**config.mk**
```make
export PLATFORM = sky130hd
export DESIGN_NAME = mux_n_rr
export DESIGN_NICKNAME = d
export VERILOG_FILES = /design/src/rtl/mux_n_rr_pkg.sv /design/src/rtl/mux_n_rr_rr_arbiter.sv /design/src/rtl/mux_n_rr.sv
export SDC_FILE = /design/constraint.sdc
export NUM_CORES = 1
export LEC_CHECK = 0
export BUFFER_PORTS_ARGS = -buffer_cell sky130_fd_sc_hd__buf_2
export CORE_ASPECT_RATIO = 1.2
export CORE_MARGIN = 2
export CORE_UTILIZATION = 30
export CTS_BUF_LIST = sky130_fd_sc_hd__clkbuf_4 sky130_fd_sc_hd__clkbuf_8
export DETAILED_ROUTE_END_ITERATION = 12
export PLACE_DENSITY = 0.7
export SETUP_SLACK_MARGIN = 0.2
export SYNTH_ARGS = -nofsm -noshare
export SYNTH_HDL_FRONTEND = slang
export SYNTH_SLANG_ARGS = --single-unit
```
**constraint.sdc**
```tcl
create_clock -name clk -period 3.7 [get_ports clk]
set_input_delay 0.37 -clock clk [delete_from_list [all_inputs] [get_ports clk]]
set_output_delay 0.37 -clock clk [all_outputs]
set_load 0.01 [all_outputs]
```
**src/rtl/mux_n_rr_pkg.sv**
```systemverilog
// mux_n_rr_pkg: shared constants and helpers for the round-robin N:1 mux.
//   DEF_BUS_WIDTH / DEF_NUM_IN : default parameter values
//   clog2(n)                   : ceil(log2(n)), 0 for n <= 1
//   sel_w(n)                   : select width, never below 1 bit
package mux_n_rr_pkg;

  localparam int DEF_BUS_WIDTH = 16;
  localparam int DEF_NUM_IN    = 4;

  function automatic int clog2(input int n);
    int r;
    r = 0;
    for (int i = 0; i < 31; i++)
      if ((1 << i) < n) r = i + 1;
    return r;
  endfunction

  function automatic int sel_w(input int n);
    return (clog2(n) < 1) ? 1 : clog2(n);
  endfunction

endpackage

```
**src/rtl/mux_n_rr_rr_arbiter.sv**
```systemverilog
// rr_arbiter: round-robin grant over NUM_IN requesters.
// Holds the rotating priority pointer and, when MUX_N_RR_LAST_EN is
// defined, the packet lock that pins the grant to one channel until its
// last word is taken.
// Ports:
//   clk, reset  : clock, synchronous active-high reset
//   i_req       : per-channel request (in_valid)
//   i_load_en   : downstream can take a word this cycle
//   i_last      : per-channel end-of-packet (MUX_N_RR_LAST_EN only)
//   o_grant     : one-hot grant, already qualified by i_load_en
//   o_idx       : index of the granted channel
module rr_arbiter
  import mux_n_rr_pkg::*;
#(
  parameter  int NUM_IN    = DEF_NUM_IN,
  localparam int SEL_WIDTH = sel_w(NUM_IN)
) (
  input  logic                 clk,
  input  logic                 reset,
  input  logic [NUM_IN-1:0]    i_req,
  input  logic                 i_load_en,
`ifdef MUX_N_RR_LAST_EN
  input  logic [NUM_IN-1:0]    i_last,
`endif
  output logic [NUM_IN-1:0]    o_grant,
  output logic [SEL_WIDTH-1:0] o_idx
);

  logic [SEL_WIDTH-1:0] r_ptr;
  logic [SEL_WIDTH-1:0] w_idx;
  logic [SEL_WIDTH-1:0] w_nxt;
  logic                 w_found;
  logic                 w_take;

`ifdef MUX_N_RR_LAST_EN
  logic                 r_lock;
  logic [SEL_WIDTH-1:0] r_lock_idx;
`endif

  // Wrap-around priority search starting at r_ptr; first hit wins.
  always_comb begin
    int                   c;
    logic [SEL_WIDTH-1:0] w_c;
    c       = 0;
    w_c     = '0;
    w_found = 1'b0;
    w_idx   = '0;
    for (int off = 0; off < NUM_IN; off++) begin
      c = int'(r_ptr) + off;
      if (c >= NUM_IN) c = c - NUM_IN;
      w_c = c[SEL_WIDTH-1:0];
      if (!w_found && i_req[w_c]) begin
        w_found = 1'b1;
        w_idx   = w_c;
      end
    end
`ifdef MUX_N_RR_LAST_EN
    // Mid-packet only the locked channel may be served, even if idle.
    if (r_lock) begin
      w_found = i_req[r_lock_idx];
      w_idx   = r_lock_idx;
    end
`endif
  end

  assign w_take = i_load_en && w_found;
  assign w_nxt  = (w_idx == SEL_WIDTH'(NUM_IN - 1)) ? '0 : w_idx + 1'b1;
  assign o_idx  = w_idx;

  always_comb begin
    o_grant = '0;
    if (w_take) o_grant[w_idx] = 1'b1;
  end

  always_ff @(posedge clk) begin
    if (reset) begin
      r_ptr      <= '0;
`ifdef MUX_N_RR_LAST_EN
      r_lock     <= 1'b0;
      r_lock_idx <= '0;
`endif
    end else if (w_take) begin
`ifdef MUX_N_RR_LAST_EN
      // Pointer only rotates at packet boundaries.
      if (i_last[w_idx]) begin
        r_lock <= 1'b0;
        r_ptr  <= w_nxt;
      end else begin
        r_lock     <= 1'b1;
        r_lock_idx <= w_idx;
      end
`else
      r_ptr <= w_nxt;
`endif
    end
  end

endmodule

```
**src/rtl/mux_n_rr.sv**
```systemverilog
// mux_n_rr: NUM_IN-to-1 round-robin multiplexer with a one-deep
// registered output stage (valid/ready on both sides).
// Optional feature: define MUX_N_RR_LAST_EN for packet-lock mode
// (adds in_last / out_last; a channel keeps the grant until its last word).
// Ports:
//   clk, reset : clock, synchronous active-high reset
//   in_valid   : per-channel word valid
//   in_ready   : per-channel accept, one-hot or zero
//   in_data    : flat bus, channel i at [i*BUS_WIDTH +: BUS_WIDTH]
//   out_valid  : output register holds a word
//   out_ready  : downstream accept
//   out_data   : registered word
//   out_sel    : source channel of out_data
//   in_last / out_last : end-of-packet flags (MUX_N_RR_LAST_EN only)
module mux_n_rr
  import mux_n_rr_pkg::*;
#(
  parameter  int BUS_WIDTH = DEF_BUS_WIDTH,
  parameter  int NUM_IN    = DEF_NUM_IN,
  localparam int SEL_WIDTH = sel_w(NUM_IN)
) (
  input  logic                        clk,
  input  logic                        reset,
  input  logic [NUM_IN-1:0]           in_valid,
  output logic [NUM_IN-1:0]           in_ready,
  input  logic [NUM_IN*BUS_WIDTH-1:0] in_data,
`ifdef MUX_N_RR_LAST_EN
  input  logic [NUM_IN-1:0]           in_last,
  output logic                        out_last,
`endif
  output logic                        out_valid,
  input  logic                        out_ready,
  output logic [BUS_WIDTH-1:0]        out_data,
  output logic [SEL_WIDTH-1:0]        out_sel
);

  logic [NUM_IN-1:0][BUS_WIDTH-1:0] w_ch;
  logic [NUM_IN-1:0]                w_grant;
  logic [SEL_WIDTH-1:0]             w_idx;
  logic                             w_load_en;
  logic                             w_take;

  logic                             r_valid;
  logic [BUS_WIDTH-1:0]             r_data;
  logic [SEL_WIDTH-1:0]             r_sel;
`ifdef MUX_N_RR_LAST_EN
  logic                             r_last;
`endif

  for (genvar g = 0; g < NUM_IN; g++) begin : g_unpack
    assign w_ch[g] = in_data[g*BUS_WIDTH +: BUS_WIDTH];
  end

  // Reset gates load_en so no channel sees ready while reset is high.
  assign w_load_en = !reset && (!r_valid || out_ready);

  rr_arbiter #(.NUM_IN(NUM_IN)) u_arb (
    .clk       (clk),
    .reset     (reset),
    .i_req     (in_valid),
    .i_load_en (w_load_en),
`ifdef MUX_N_RR_LAST_EN
    .i_last    (in_last),
`endif
    .o_grant   (w_grant),
    .o_idx     (w_idx)
  );

  assign in_ready = w_grant;
  assign w_take   = |w_grant;

  always_ff @(posedge clk) begin
    if (reset) begin
      r_valid <= 1'b0;
      r_data  <= '0;
      r_sel   <= '0;
`ifdef MUX_N_RR_LAST_EN
      r_last  <= 1'b0;
`endif
    end else if (w_take) begin
      // Load covers both the empty case and consume-and-refill.
      r_valid <= 1'b1;
      r_data  <= w_ch[w_idx];
      r_sel   <= w_idx;
`ifdef MUX_N_RR_LAST_EN
      r_last  <= in_last[w_idx];
`endif
    end else if (out_ready) begin
      r_valid <= 1'b0;
    end
  end

  assign out_valid = r_valid;
  assign out_data  = r_data;
  assign out_sel   = r_sel;
`ifdef MUX_N_RR_LAST_EN
  assign out_last  = r_last;
`endif

endmodule

```
==> Word-level counts from Yosys, hierarchy flattened <==
Index checks and enable logic that the tools add are counted.
{ "word_totals": {"reg_bits": 21, "inputBits": 71, "out_inout_bits": 23, "wordCells": 65} }
{ "classes": {"n_addsub": 8, "magnitude_cmp": 10, "eq_ne": 1, "muxes": 28, "n_reduce_logical": 14} }
{ "ops": {"columns": ["op", "count"], "rows": [
  ["binary-select mux 16 bit (select 2 bit)", 1],
  ["two-way mux 2 bit", 9],
  ["two-way mux 16 bit", 1],
  ["less-than comparator 2 x 3 -> 1 bit (second input constant)", 5],
  ["two-way mux 1 bit", 11],
  ["greater-or-equal comparator 3 bit (second input constant)", 3],
  ["binary-select mux 1 bit (select 2 bit)", 4],
  ["subtractor 2 x 1 -> 2 bit (second input constant)", 4],
  ["adder 2 x 2 -> 3 bit (second input constant)", 2],
  ["logical AND 1 bit", 6],
  ["logical NOT 1 bit", 5],
  ["two-way mux 4 bit", 1],
  ["OR reduction 4 bit", 1],
  ["adder 2 x 1 -> 3 bit (second input constant)", 1],
  ["greater-or-equal comparator 2 x 3 -> 1 bit (second input constant)", 1],
  ["adder 2 x 1 -> 2 bit (second input constant)", 1],
  ["demux 1 bit (select 2 bit)", 1],
  ["== test 2 bit (second input constant)", 1],
  ["greater-or-equal comparator 2 x 1 -> 1 bit (second input constant)", 1],
  ["nonzero test 2 bit", 1],
  ["logical OR 1 bit", 1]
]} }

==> Logic depth before layout (Yosys ltp) <==
Gate-level depths: netlist of run 1.
{ "logic_depth": {"word_depth": 21, "mapped_depth": 11, "ltp_nobuf": 9} }

==> Hierarchy <==
Synthesis of run 1 repeated with hierarchy kept, for this count alone.
{ "hier_totals": {"hier_cells": 100, "hier_area_um2": 1308.8} }
{ "modules_own_cells": {"columns": ["module", "instances", "cells_per_inst", "area_per_inst_um2", "seq_area_each_um2"], "rows": [
  ["mux_n_rr", 1, 68, 1048.5, 380.4],
  ["rr_arbiter", 1, 32, 260.2, 40.0]
]} }

==> Worst setup path before layout of run 1 <==
Ideal clock, no wire load.
{ "synth_path": {"path_type": "input to register", "startpoint": "input in_valid[2]", "endpoint": "register r_data[4] (netlist: out_data[4])", "setup_time_ns": 0.122, "t_arrival_ns": 2.550, "required_time_ns": 3.578, "path_slack_ns": 1.028, "stages": 11, "n_path_buf": 2, "path_cell_list": "nor2b_1 -> a21boi_1 -> o32ai_4 -> inv_2 -> ha_1 -> o21bai_1 -> a31o_1 -> buf_6 -> buf_6 -> nor2_1 -> a221o_1"} }
{ "synth_via": {"elab_chain_len": 18, "word_cells_on_any_way": 32, "cone_classes": "2 x order compare; 21 x mux; 9 x reduce/logical"} }
{ "synth_rtl": {"columns": ["item", "line_no", "source"], "rows": [
  ["from (decl)", "mux_n_rr.sv:24", "input logic [NUM_IN-1:0] in_valid,"],
  ["binary-select mux 1 bit (select 2 bit)", "mux_n_rr_rr_arbiter.sv:52", "if (!w_found && i_req[w_c]) begin"],
  ["two-way mux 1 bit (implied by the code)", "mux_n_rr_rr_arbiter.sv:52", null],
  ["two-way mux 1 bit", "mux_n_rr_rr_arbiter.sv:52", null],
  ["logical NOT 1 bit", "mux_n_rr_rr_arbiter.sv:52", null],
  ["logical AND 1 bit", "mux_n_rr_rr_arbiter.sv:52", null],
  ["two-way mux 1 bit", "mux_n_rr_rr_arbiter.sv:52", null],
  ["logical NOT 1 bit", "mux_n_rr_rr_arbiter.sv:52", null],
  ["logical AND 1 bit", "mux_n_rr_rr_arbiter.sv:52", null],
  ["[3 not listed]", null, null],
  ["two-way mux 2 bit *", "mux_n_rr_rr_arbiter.sv:52", null],
  ["named net u_arb.o_idx[1]", "mux_n_rr_rr_arbiter.sv:26", "output logic [SEL_WIDTH-1:0] o_idx"],
  ["less-than comparator 2 x 3 -> 1 bit (implied by the code) or greater-or-equal comparator 2 x 1 -> 1 bit (tied branches)", "mux_n_rr_rr_arbiter.sv:72", "if (w_take) o_grant[w_idx] = 1'b1;"],
  ["logical AND 1 bit (implied by the code)", "mux_n_rr_rr_arbiter.sv:72", null],
  ["two-way mux 1 bit (implied by the code)", "mux_n_rr_rr_arbiter.sv:72", null],
  ["demux 1 bit (select 2 bit)", null, null],
  ["two-way mux 4 bit", "mux_n_rr_rr_arbiter.sv:72", null],
  ["OR reduction 4 bit", "mux_n_rr.sv:70", "assign w_take = |w_grant;"],
  ["to (signal assigned)", "mux_n_rr.sv:83", "r_data <= w_ch[w_idx];"],
  ["to (decl)", "mux_n_rr.sv:44", "logic [BUS_WIDTH-1:0] r_data;"]
]} }
Mark *: on every way through the listed nets, which the timed path passes. The rest lies on a longest branch. The select of a mux whose other input is x is not followed.
A chain may end at the register's enable or synchronous reset.

==> Worst setup path in the final report of run 1 <==
{ "layout_path": {"startpoint": "register u_arb.r_ptr[1]", "endpoint": "register r_data[4] (netlist: out_data[4])"} }
{ "layout_via": {"elab_chain_len": 20, "word_cells_on_any_way": 47, "cone_classes": "7 x add/sub; 6 x order compare; 25 x mux; 9 x reduce/logical"} }
{ "layout_rtl": {"columns": ["item", "line_no", "source"], "rows": [
  ["from (decl)", "mux_n_rr_rr_arbiter.sv:29", "logic [SEL_WIDTH-1:0] r_ptr;"],
  ["from (signal assigned)", "mux_n_rr_rr_arbiter.sv:93", "r_ptr <= w_nxt;"],
  ["parallel branches: the longest is 13 deep, another holds adder 2 x 1 -> 3 bit", null, null],
  ["two-way mux 2 bit *", "mux_n_rr_rr_arbiter.sv:52", null],
  ["named net u_arb.o_idx[1]", "mux_n_rr_rr_arbiter.sv:26", null],
  ["less-than comparator 2 x 3 -> 1 bit (implied by the code) or greater-or-equal comparator 2 x 1 -> 1 bit (tied branches)", "mux_n_rr_rr_arbiter.sv:72", null],
  ["logical AND 1 bit (implied by the code)", "mux_n_rr_rr_arbiter.sv:72", null],
  ["two-way mux 1 bit (implied by the code)", "mux_n_rr_rr_arbiter.sv:72", null],
  ["demux 1 bit (select 2 bit)", null, null],
  ["two-way mux 4 bit", "mux_n_rr_rr_arbiter.sv:72", null],
  ["OR reduction 4 bit", "mux_n_rr.sv:70", null]
]} }
Mark *: on every way through the listed nets, which the timed path passes. The select of a mux whose other input is x is not followed.

==> results.py, run 1 <==
metrics = {
    "outcome": {
        "outcome": "complete, no violations",
    },
    "clock_network": {
        "htreeDepth": 1,
        "cts_resized": 0,
        "cts_made_buffers": 3,
        "cts_tree": "yes",
        "holdBufCountCts": 0,
        "worst_skew_pair.late_latency_ns": 0.26,
        "cts.sinks": 21,
        "cts_root_buffer": "clkbuf_8",
        "postCtsSetupRepairBufs": 0,
        "clkTransAtPathRegs_ns": 0.08,
        "clock_path_buffers": 2,
    },
    "routing": {
        "antenna_left": 0,
        "dr.first_iter.drc_count": 55,
        "viasPerCell": 5.24,
        "drc": 0,
        "num_vias": 1608,
        "drt-total-wl_um": 4550,
        "wire_per_inst_um": 14.8,
        "first_pass_iters": 4,
    },
    "global_routing": {
        "antenna_found_initial": 0,
        "grt_pass1_vias": 1547,
        "grt_pass1_wl_um": 6820,
        "grt_start_max_net_pins": 18,
        "overflow": 0,
        "grt_usage": 0.158,
    },
    "worst_setup_path": {
        "crit_type": "reg -> reg",
        "slowest_stage": "a31o_1",
        "slowest_delay_ns": 0.60,
        "r2r_end": "out_data[4]$_SDFFE_PP0P_",
        "cp.arrival_ns": 3.16,
        "reg2reg_from": "u_arb.r_ptr[1]$_SDFFE_PP0P_",
        "cp-start-kind": "flip-flop",
        "cp_max_fo": 11,
        "path_delay_family": "compound AO/OA/AOI/OAI gates",
        "reg2reg_slack_ns": 0.69,
        "path_buf_inv": 2,
        "reg2regPathDepth": 9,
        "critPathRequiredTime_ns": 3.85,
        "end_kind": "flip-flop",
        "path_cells": "a21boi_1 -> o32ai_4 -> inv_2 -> ha_1 -> o21bai_1 -> a31o_1 -> buf_4 -> nor2_1 -> a221o_1",
    },
    "layout": {
        "nFillCells": 506,
        "num_antenna_cells": 0,
        "syn_to_final_growth_pct": 36.0,
        "nNetsFinal": 321,
        "final_core_util": 0.419,
        "drive_gt1_frac": 0.563,
    },
    "timing": {
        "max_freq_ghz": 0.332,
        "rsz0062_at_grt": "false",
        "fin_tns_setup_ns": 0,
        "fin_worst_skew_ns": 0.00338,
        "setup_viol": 0,
        "min_period_ns": 3.01,
        "slew_violations": 0,
        "slew-limit-headroom": 0.556,
        "period_share": 0.814,
        "tightest_slew_ns": 0.665,
        "hold_viol_final": 0,
        "whs_ns": 0.371,
    },
    "min_path": {
        "hold_path_depth": 2,
        "min-delay-start": "reset",
        "hp-class": "in -> reg",
        "holdPathEnd": "out_sel[1]$_SDFFE_PP0P_",
    },
    "power_and_ir_drop": {
        "leakage_nw": 0.929,
        "p_per_area_mw_per_mm2": 616,
        "totalPowerFinal_w": 0.00127,
        "ir_worst_vdd_mv": 0.250,
    },
    "synth": {
        "synth_cells": 156,
        "synth_largest_area_cell": "dfxtp_1",
        "syn_area_sq_mm": 0.00151,
        "post_synth_num_cell_types": 38,
        "syn_nets": 229,
        "synth_top_cell_area_share": 0.278,
        "synth_flop_cell": "dfxtp_1",
        "synth_edf_count": 0,
        "ys_seq_elements": 21,
        "yosysSeqAreaShare": 0.278,
        "ys_async_sr_fraction": 0,
        "netlist_top_cells_count": "dfxtp_1 (21), o21ai_0 (17), a221o_1 (16), mux2_2 (16), nand3_1 (15)",
        "yosysMostFrequentCell": "dfxtp_1",
        "yosys_warnings": 0,
        "syn_avg_cell_area_sq_um": 9.69,
        "yosys-top-cells-area": "dfxtp_1 (28%), mux2_2 (12%), a221o_1 (11%), a211oi_2 (7.5%), o21ai_0 (5.6%)",
    },
    "placement": {
        "place_congestion": 0.795,
        "post-dp-hpwl_um": 3500,
        "port_buffers": 93,
    },
    "die": {
        "rows": 28,
        "fp.coreArea_sq_mm": 0.00490,
        "io_pins": 94,
        "die_w_um": 68.8,
        "fp.dieH_um": 81.8,
        "dieArea_sq_mm": 0.00562,
        "start_util": 0.308,
    },
    "run": {
        "drv_cap": 0,
    },
}
how the worst max path moves through the flow:
| stage | start | endpoint | cells past startpoint |
|---|---|---|---|
| after floorplan | in_valid[2] | out_data[4]$_SDFFE_PP0P_ | 11 |
| after global placement | in_valid[2] | out_data[4]$_SDFFE_PP0P_ | 11 |
| after detailed placement | in_valid[2] | out_data[4]$_SDFFE_PP0P_ | 11 |
| after CTS | u_arb.r_ptr[1]$_SDFFE_PP0P_ | out_data[4]$_SDFFE_PP0P_ | 9 |
| after global routing | u_arb.r_ptr[1]$_SDFFE_PP0P_ | out_data[4]$_SDFFE_PP0P_ | 9 |
| final | u_arb.r_ptr[1]$_SDFFE_PP0P_ | out_data[4]$_SDFFE_PP0P_ | 9 |
layout make-up:
type / count / area [sq um] / share of cell area
multi-input cells: 120 / 986 / 0.480
repair buffers: 100 / 518 / 0.252
flip-flops and latches: 21 / 420 / 0.205
well taps: 60 / 75.1 / 0.0365
clock buffers: 4 / 48.8 / 0.0237
inverters: 2 / 7.51 / 0.00365
power breakdown:
| part | internal (W) | switching, W |
|---|---|---|
| logic | 0.000329 | 0.000391 |
| registers | 0.000324 | 0.0000608 |
| clock network | 0.0000841 | 0.0000782 |
logic make-up after synthesis:
| group | share of synthesized area |
|---|---|
| multiplexers | 0.127 |
| AO/OA/AOI/OAI | 0.344 |
| adder cells (fa/ha/maj) | 0.0166 |
| flip-flops | 0.278 |
| buffers and inverters | 0.0695 |
| AND/OR/NAND/NOR | 0.165 |
through the flow:
stage	instance area [sq um]	std cells	setup WS, ns
floorplan	1510	156	1.03
global placement	2010	303	0.596
detailed placement	2010	303	0.518
CTS	2060	307	0.693
global route	2060	307	0.473
finish	2060	307	0.689
per-layer routing:
layer  vias to the layer above  part of all wire  track usage
met3                         2             0.065       0.0329
li1                        793                 -            -
met2                        54              0.52        0.287
met5                         -                 0            0
met4                         0            0.0033       0.0314
met1                       759              0.41        0.188
state kept, by name (all words and copies together) (netlist names):
signal and count:
out_data 16, out_sel 2, u_arb.r_ptr 2, out_valid 1
placed cells by master, fill, tap and decap left out:
| cell | n |
|---|---|
| a211oi_1 | 7 |
| a211o_1 | 1 |
| nor2b_4 | 1 |
| buf_2 | 93 |
| nor2_1 | 6 |
| clkbuf_8 | 3 |
| mux2_1 | 1 |
| or4_4 | 1 |
| mux2_2 | 16 |
| o21bai_1 | 1 |
| o21a_1 | 1 |
| nor2b_1 | 3 |
| a21oi_1 | 2 |
| buf_4 | 7 |
| o32ai_4 | 1 |
| nand3_1 | 15 |
| nor4_1 | 1 |
| dfxtp_1 | 21 |
| a31oi_4 | 1 |
| or2_2 | 1 |
| inv_1 | 1 |
| a31oi_1 | 1 |
| nand2_1 | 3 |
| and2_1 | 2 |
| a221o_1 | 16 |
| clkbuf_4 | 1 |
| nor4_2 | 1 |
| a211oi_2 | 9 |
| nand2b_1 | 3 |
| nor3b_1 | 1 |
| nor2_8 | 1 |
| a31o_1 | 1 |
| o21ai_1 | 1 |
| ha_1 | 2 |
| a21boi_1 | 1 |
| inv_2 | 1 |
| nor2_2 | 2 |
| o21ai_0 | 17 |
Note: power is estimated with default switching activity, not from simulation.
==> inputs of run 2 (changes only) <==
==> constraint.sdc (replaced) <==
create_clock -name clk -period 3.1 [get_ports clk]
set_input_delay 0.31 -clock clk [delete_from_list [all_inputs] [get_ports clk]]
set_output_delay 0.31 -clock clk [all_outputs]
set_load 0.01 [all_outputs]
==> run 2 against run 1 <==
Effect of this change:
- sequential power grew 20%
- via count down 0.87%
- die area unchanged
- first-iteration DRC count fell by 56%
- setup slack worse by 0.22 ns
- clock-buffer cell count down 1
- combinational power increased by 22%
- global-route usage rose by 0.34 points
- wire length rose by 1.1%
- utilization increased by 0.10 points
- fmax increased by 15%
- hold slack got worse by 0.055 ns
- highest routed layer unchanged
==> results.py, run 2 (synthesis results as in run 1) <==
metrics = {
    "power_and_ir_drop": {
        "p_comb_frac": 0.577,
        "internal_power_w": 0.000879,
        "pwr-share-clk": 0.118,
        "netSwitchingFraction": 0.420,
        "p_sw_w": 0.000637,
        "p_per_area_mw_per_mm2": 736,
        "p_seq_frac": 0.305,
        "ir_worst_vdd_mv": 0.340,
        "leakage_nw": 0.933,
    },
    "global_routing": {
        "grt_pass1_wl_um": 6920,
        "grt_start_max_net_pins": 19,
        "grt_pass1_vias": 1550,
        "use_met1": 0.187,
        "busiest_layer": "met2",
        "antenna_found_initial": 0,
        "grt_usage": 0.161,
        "grt_use_met2": 0.294,
        "overflow": 0,
        "grt_util_met3": 0.0342,
    },
    "worst_setup_path": {
        "critPathRequiredTime_ns": 3.24,
        "cp_max_fo": 18,
        "crit_type": "reg -> reg",
        "end_kind": "flip-flop",
        "cp.arrival_ns": 2.77,
        "cp-start-kind": "flip-flop",
    },
    "layout": {
        "syn_to_final_growth_pct": 36.3,
        "stdcell_area_sq_mm": 0.00206,
        "nFillCells": 526,
        "final_common_cell": "buf_2",
        "largest_register_ff_count": 16,
        "drive_gt1_frac": 0.565,
        "num_antenna_cells": 0,
        "multi_input_area_sq_um": 986,
        "seqCellArea_sq_um": 420,
        "nNetsFinal": 322,
        "final_core_util": 0.420,
        "layout_common_cells": "buf_2 (93), dfxtp_1 (21), o21ai_0 (17)",
    },
    "routing": {
        "num_vias": 1594,
        "first_pass_iters": 4,
        "viasPerCell": 5.18,
        "dr.first_iter.drc_count": 24,
        "drt-total-wl_um": 4600,
        "drc": 0,
        "wire_per_inst_um": 14.9,
        "antenna_left": 0,
    },
    "timing": {
        "fin_tns_setup_ns": 0,
        "setup_viol": 0,
        "rsz0062_at_grt": "false",
        "hold_viol_final": 0,
        "slew-limit-headroom": 0.582,
        "whs_ns": 0.316,
        "slew_violations": 0,
        "postLayoutSetupSlackWorst_ns": 0.474,
        "fin_worst_skew_ns": 0.00638,
        "tightest_slew_ns": 0.626,
        "min_period_ns": 2.63,
        "period_share": 0.847,
        "max_freq_ghz": 0.381,
    },
    "die": {
        "dieArea_sq_mm": 0.00562,
        "fp.coreArea_sq_mm": 0.00490,
        "die_w_um": 68.8,
        "fp.dieH_um": 81.8,
        "io_pins": 94,
        "rows": 28,
        "start_util": 0.308,
    },
    "clock_network": {
        "clkTransAtPathRegs_ns": 0.08,
        "postCtsSetupRepairBufs": 0,
        "clock_path_buffers": 2,
        "cts.sinks": 21,
        "worst_skew_pair.late_latency_ns": 0.26,
        "cts_root_buffer": "clkbuf_8",
        "htreeDepth": 1,
        "cts_resized": 0,
        "cts_made_buffers": 3,
        "cts_tree": "yes",
        "holdBufCountCts": 0,
    },
    "min_path": {
        "hp-class": "in -> reg",
    },
    "placement": {
        "post-place-ws_ns": 0.348,
        "port_buffers": 93,
        "placed_area_sq_mm": 0.00201,
        "place_congestion": 0.763,
        "post-dp-hpwl_um": 3540,
    },
    "run": {
        "drv_cap": 0,
    },
    "outcome": {
        "outcome": "complete, no violations",
    },
}
[run 2: changes by cell type in the layout (fill, tap and decap cells not counted), sizes merged]
cell,delta
buf,+1
clkbuf,-1
clkinv,+1
[run 2: power groups by stage]
stage          clock, W  sequential, W  combinational, W
3_3_place_gp          0       0.000465          0.000863
6_report       0.000178       0.000462          0.000875
2_1_floorplan         0       0.000507          0.000567
4_1_cts        0.000184       0.000463          0.000886
3_5_place_dp          0       0.000469          0.000883
5_1_grt        0.000197       0.000478          0.000964
[run 2: layout make-up]
class	count	share of cell area
clock buffer	3	0.0200
clock inverter	1	0.00243
inverter	2	0.00364
multi-input combinational	120	0.478
sequential	21	0.204
tap	60	0.0364
timing repair buffer	101	0.255
[run 2: through the flow]
stage | cells | power [W]
after global placement | 304 | 0.00133
final | 308 | 0.00152
after CTS | 308 | 0.00153
after global routing | 308 | 0.00164
after detailed placement | 304 | 0.00135
after floorplan | 156 | 0.00107
[run 2: worst max-delay path: stages (launching register included)]
cell and delay [ns]:
dfxtp_1 0.48, a21boi_1 0.16, o32ai_4 0.36, inv_2 0.14, ha_1 0.22, o21bai_1 0.14
buf_4 0.15, a31o_1 0.14, buf_4 0.28, nor2_8 0.11, a221o_1 0.34
[run 2: routing by layer]
| layer | vias to the layer above | wire [um] |
|---|---|---|
| li1 | 798 | - |
| met1 | 744 | 1850 |
| met2 | 48 | 2390 |
| met3 | 4 | 328 |
| met4 | 0 | 33 |
| met5 | - | 0 |
[run 2: worst paths after layout]
kind / startpoint / to / slack [ns] / cells after the start
max reg2reg: u_arb.r_ptr[1]$_SDFFE_PP0P_ / out_data[10]$_SDFFE_PP0P_ / 0.47 / 10
min reg2reg: out_sel[1]$_SDFFE_PP0P_ / out_sel[1]$_SDFFE_PP0P_ / 0.46 / 2
max: u_arb.r_ptr[1]$_SDFFE_PP0P_ / out_data[10]$_SDFFE_PP0P_ / 0.47 / 10
min: reset / out_sel[1]$_SDFFE_PP0P_ / 0.32 / 2
==> inputs of run 3 (changes only) <==
--- a/config.mk
+++ b/config.mk
@@ -11,7 +11,7 @@
 export CORE_UTILIZATION = 30
 export CTS_BUF_LIST = sky130_fd_sc_hd__clkbuf_4 sky130_fd_sc_hd__clkbuf_8
 export DETAILED_ROUTE_END_ITERATION = 12
-export PLACE_DENSITY = 0.7
+export PLACE_DENSITY = 0.72
 export SETUP_SLACK_MARGIN = 0.2
 export SYNTH_ARGS = -nofsm -noshare
 export SYNTH_HDL_FRONTEND = slang
==> constraint.sdc (replaced) <==
create_clock -name clk -period 2.2 [get_ports clk]
set_input_delay 0.22 -clock clk [delete_from_list [all_inputs] [get_ports clk]]
set_output_delay 0.22 -clock clk [all_outputs]
set_load 0.01 [all_outputs]
==> run 3 against run 2 <==
Effect of this change:
- fmax rose by 23%
- largest power group unchanged
- first-iteration DRC count increased to 2.5 times the previous value
- combinational power increased by 74%
- hold slack got worse by 0.067 ns
- via count up 7.0%
- sequential share of layout area down 2.0 points
- clock power up 41%
==> results.py, run 3 (synthesis results as in run 1) <==
metrics = {
    "layout": {
        "final_cells": 323,
        "nNetsFinal": 337,
        "final_common_cell": "buf_2",
        "largest_register_ff_count": 16,
        "layout_common_cells": "buf_2 (93), dfxtp_1 (19), o21ai_0 (17)",
        "num_antenna_cells": 0,
        "drive_gt1_frac": 0.627,
        "syn_to_final_growth_pct": 53.6,
    },
    "routing": {
        "wire_per_inst_um": 15.5,
        "viasPerCell": 5.28,
        "drt-total-wl_um": 5000,
        "first_pass_iters": 4,
        "antenna_left": 0,
        "drc": 0,
        "dr.first_iter.drc_count": 60,
        "num_vias": 1706,
    },
    "global_routing": {
        "overflow": 0,
        "grt_usage": 0.173,
        "grt_pass1_wl_um": 7380,
        "grt_pass1_vias": 1657,
        "antenna_found_initial": 0,
        "grt_start_max_net_pins": 16,
    },
    "run": {
        "drv_cap": 0,
    },
    "worst_setup_path": {
        "critPathRequiredTime_ns": 2.35,
        "path_cells": "nor2b_1 -> buf_4 -> a211oi_4 -> nor2_4 -> ha_4 -> o21bai_4 -> a31o_1 -> buf_6 -> nor2_4 -> a221o_1",
        "reg2reg_slack_ns": 0.06,
        "path_delay_family": "compound AO/OA/AOI/OAI gates",
        "slowest_stage": "dfxtp_4",
        "path_buf_inv": 2,
        "reg2reg_from": "u_arb.r_ptr[0]$_SDFFE_PP0P_",
        "crit_top_cell": "nor2_4",
        "crit_type": "reg -> reg",
        "cp-start-kind": "flip-flop",
        "reg2regPathDepth": 10,
        "end_kind": "flip-flop",
        "r2r_end": "out_data[14]$_SDFFE_PP0P_",
        "slowest_delay_ns": 0.37,
        "cp_max_fo": 8,
        "cp.arrival_ns": 2.29,
    },
    "timing": {
        "fin_tns_setup_ns": 0,
        "max_freq_ghz": 0.467,
        "slew-limit-headroom": 0.695,
        "hold_viol_final": 0,
        "slew_violations": 0,
        "setup_viol": 0,
        "min_period_ns": 2.14,
        "tightest_slew_ns": 0.453,
        "fin_worst_skew_ns": 0.00225,
        "period_share": 0.974,
        "rsz0062_at_grt": "true",
    },
    "clock_network": {
        "holdBufCountCts": 0,
        "cts_tree": "yes",
        "clock_path_buffers": 2,
        "cts.sinks": 21,
        "htreeDepth": 1,
        "clkTransAtPathRegs_ns": 0.07,
        "cts_root_buffer": "clkbuf_8",
        "cts_made_buffers": 3,
        "worst_skew_pair.late_latency_ns": 0.26,
    },
    "die": {
        "fp.coreArea_sq_mm": 0.00490,
        "die_w_um": 68.8,
        "dieArea_sq_mm": 0.00562,
        "io_pins": 94,
        "fp.dieH_um": 81.8,
        "rows": 28,
        "start_util": 0.308,
    },
    "power_and_ir_drop": {
        "p_per_area_mw_per_mm2": 1050,
        "leakage_nw": 1.04,
        "ir_worst_vdd_mv": 0.551,
    },
    "outcome": {
        "outcome": "complete, no violations",
    },
    "placement": {
        "post-dp-hpwl_um": 3750,
        "port_buffers": 93,
        "dp_cells": 312,
        "place_congestion": 0.775,
    },
    "min_path": {
        "min-delay-start": "reset",
        "hold_path_depth": 2,
        "holdPathEnd": "out_sel[0]$_SDFFE_PP0P_",
        "hp-class": "in -> reg",
    },
}
[run 3: what timing repair did]
action | 4_1_cts | 5_1_grt
setup buffers | 3 | 2
gates cloned | 1 | 1
endpoints found under the setup margin | 19 | 20
gates resized for setup | 5 | 6
pin swaps | 11 | 8
[run 3: per-layer routing]
| layer | GRT usage | wire [um] |
|---|---|---|
| met1 | 0.187 | 1860 |
| met4 | 0.0510 | 74 |
| met2 | 0.324 | 2760 |
| met5 | 0 | 0 |
| met3 | 0.0411 | 307 |
[run 3: stage by stage]
stage                util  power (W)  hold slack (ns)  area, sq um  worst slack [ns]
finish              0.473    0.00244            0.248         2320            0.0572
global route        0.473    0.00265            0.243         2320           -0.0549
floorplan               -    0.00161            0.289         1600            -0.133
CTS                 0.459    0.00238            0.228         2250            0.0544
detailed placement  0.438    0.00205            0.466         2150           -0.0997
global placement    0.438    0.00201            0.453         2150           -0.0282
[run 3: power breakdown]
part / internal (W) / total [W] / switching (W)
combinational: 0.000756 / 0.00152 / 0.000762
clock: 0.000126 / 0.000251 / 0.000125
sequential: 0.000554 / 0.000667 / 0.000113
[run 3: worst max path at each step]
stage                           startpoint  cells after the start  slack, ns                   endpoint
2_1_floorplan                  in_valid[2]                     11      -0.13   out_data[4]$_SDFFE_PP0P_
3_3_place_gp                   in_valid[2]                     10      -0.03  out_data[10]$_SDFFE_PP0P_
3_5_place_dp                   in_valid[2]                     10       -0.1  out_data[14]$_SDFFE_PP0P_
4_1_cts        u_arb.r_ptr[0]$_SDFFE_PP0P_                     10       0.05   out_data[4]$_SDFFE_PP0P_
5_1_grt        u_arb.r_ptr[0]$_SDFFE_PP0P_                     10      -0.05   out_data[4]$_SDFFE_PP0P_
6_report       u_arb.r_ptr[0]$_SDFFE_PP0P_                     10       0.06  out_data[14]$_SDFFE_PP0P_
[run 3: cell type report]
type / count / area (sq um)
Fill cell: 508 / 2580
Timing Repair Buffer: 115 / 676
Sequential cell: 21 / 428
Clock inverter: 1 / 5.00
Clock buffer: 3 / 41.3
Tap cell: 60 / 75.1
Multi-Input combinational cell: 121 / 1090
Inverter: 2 / 7.51
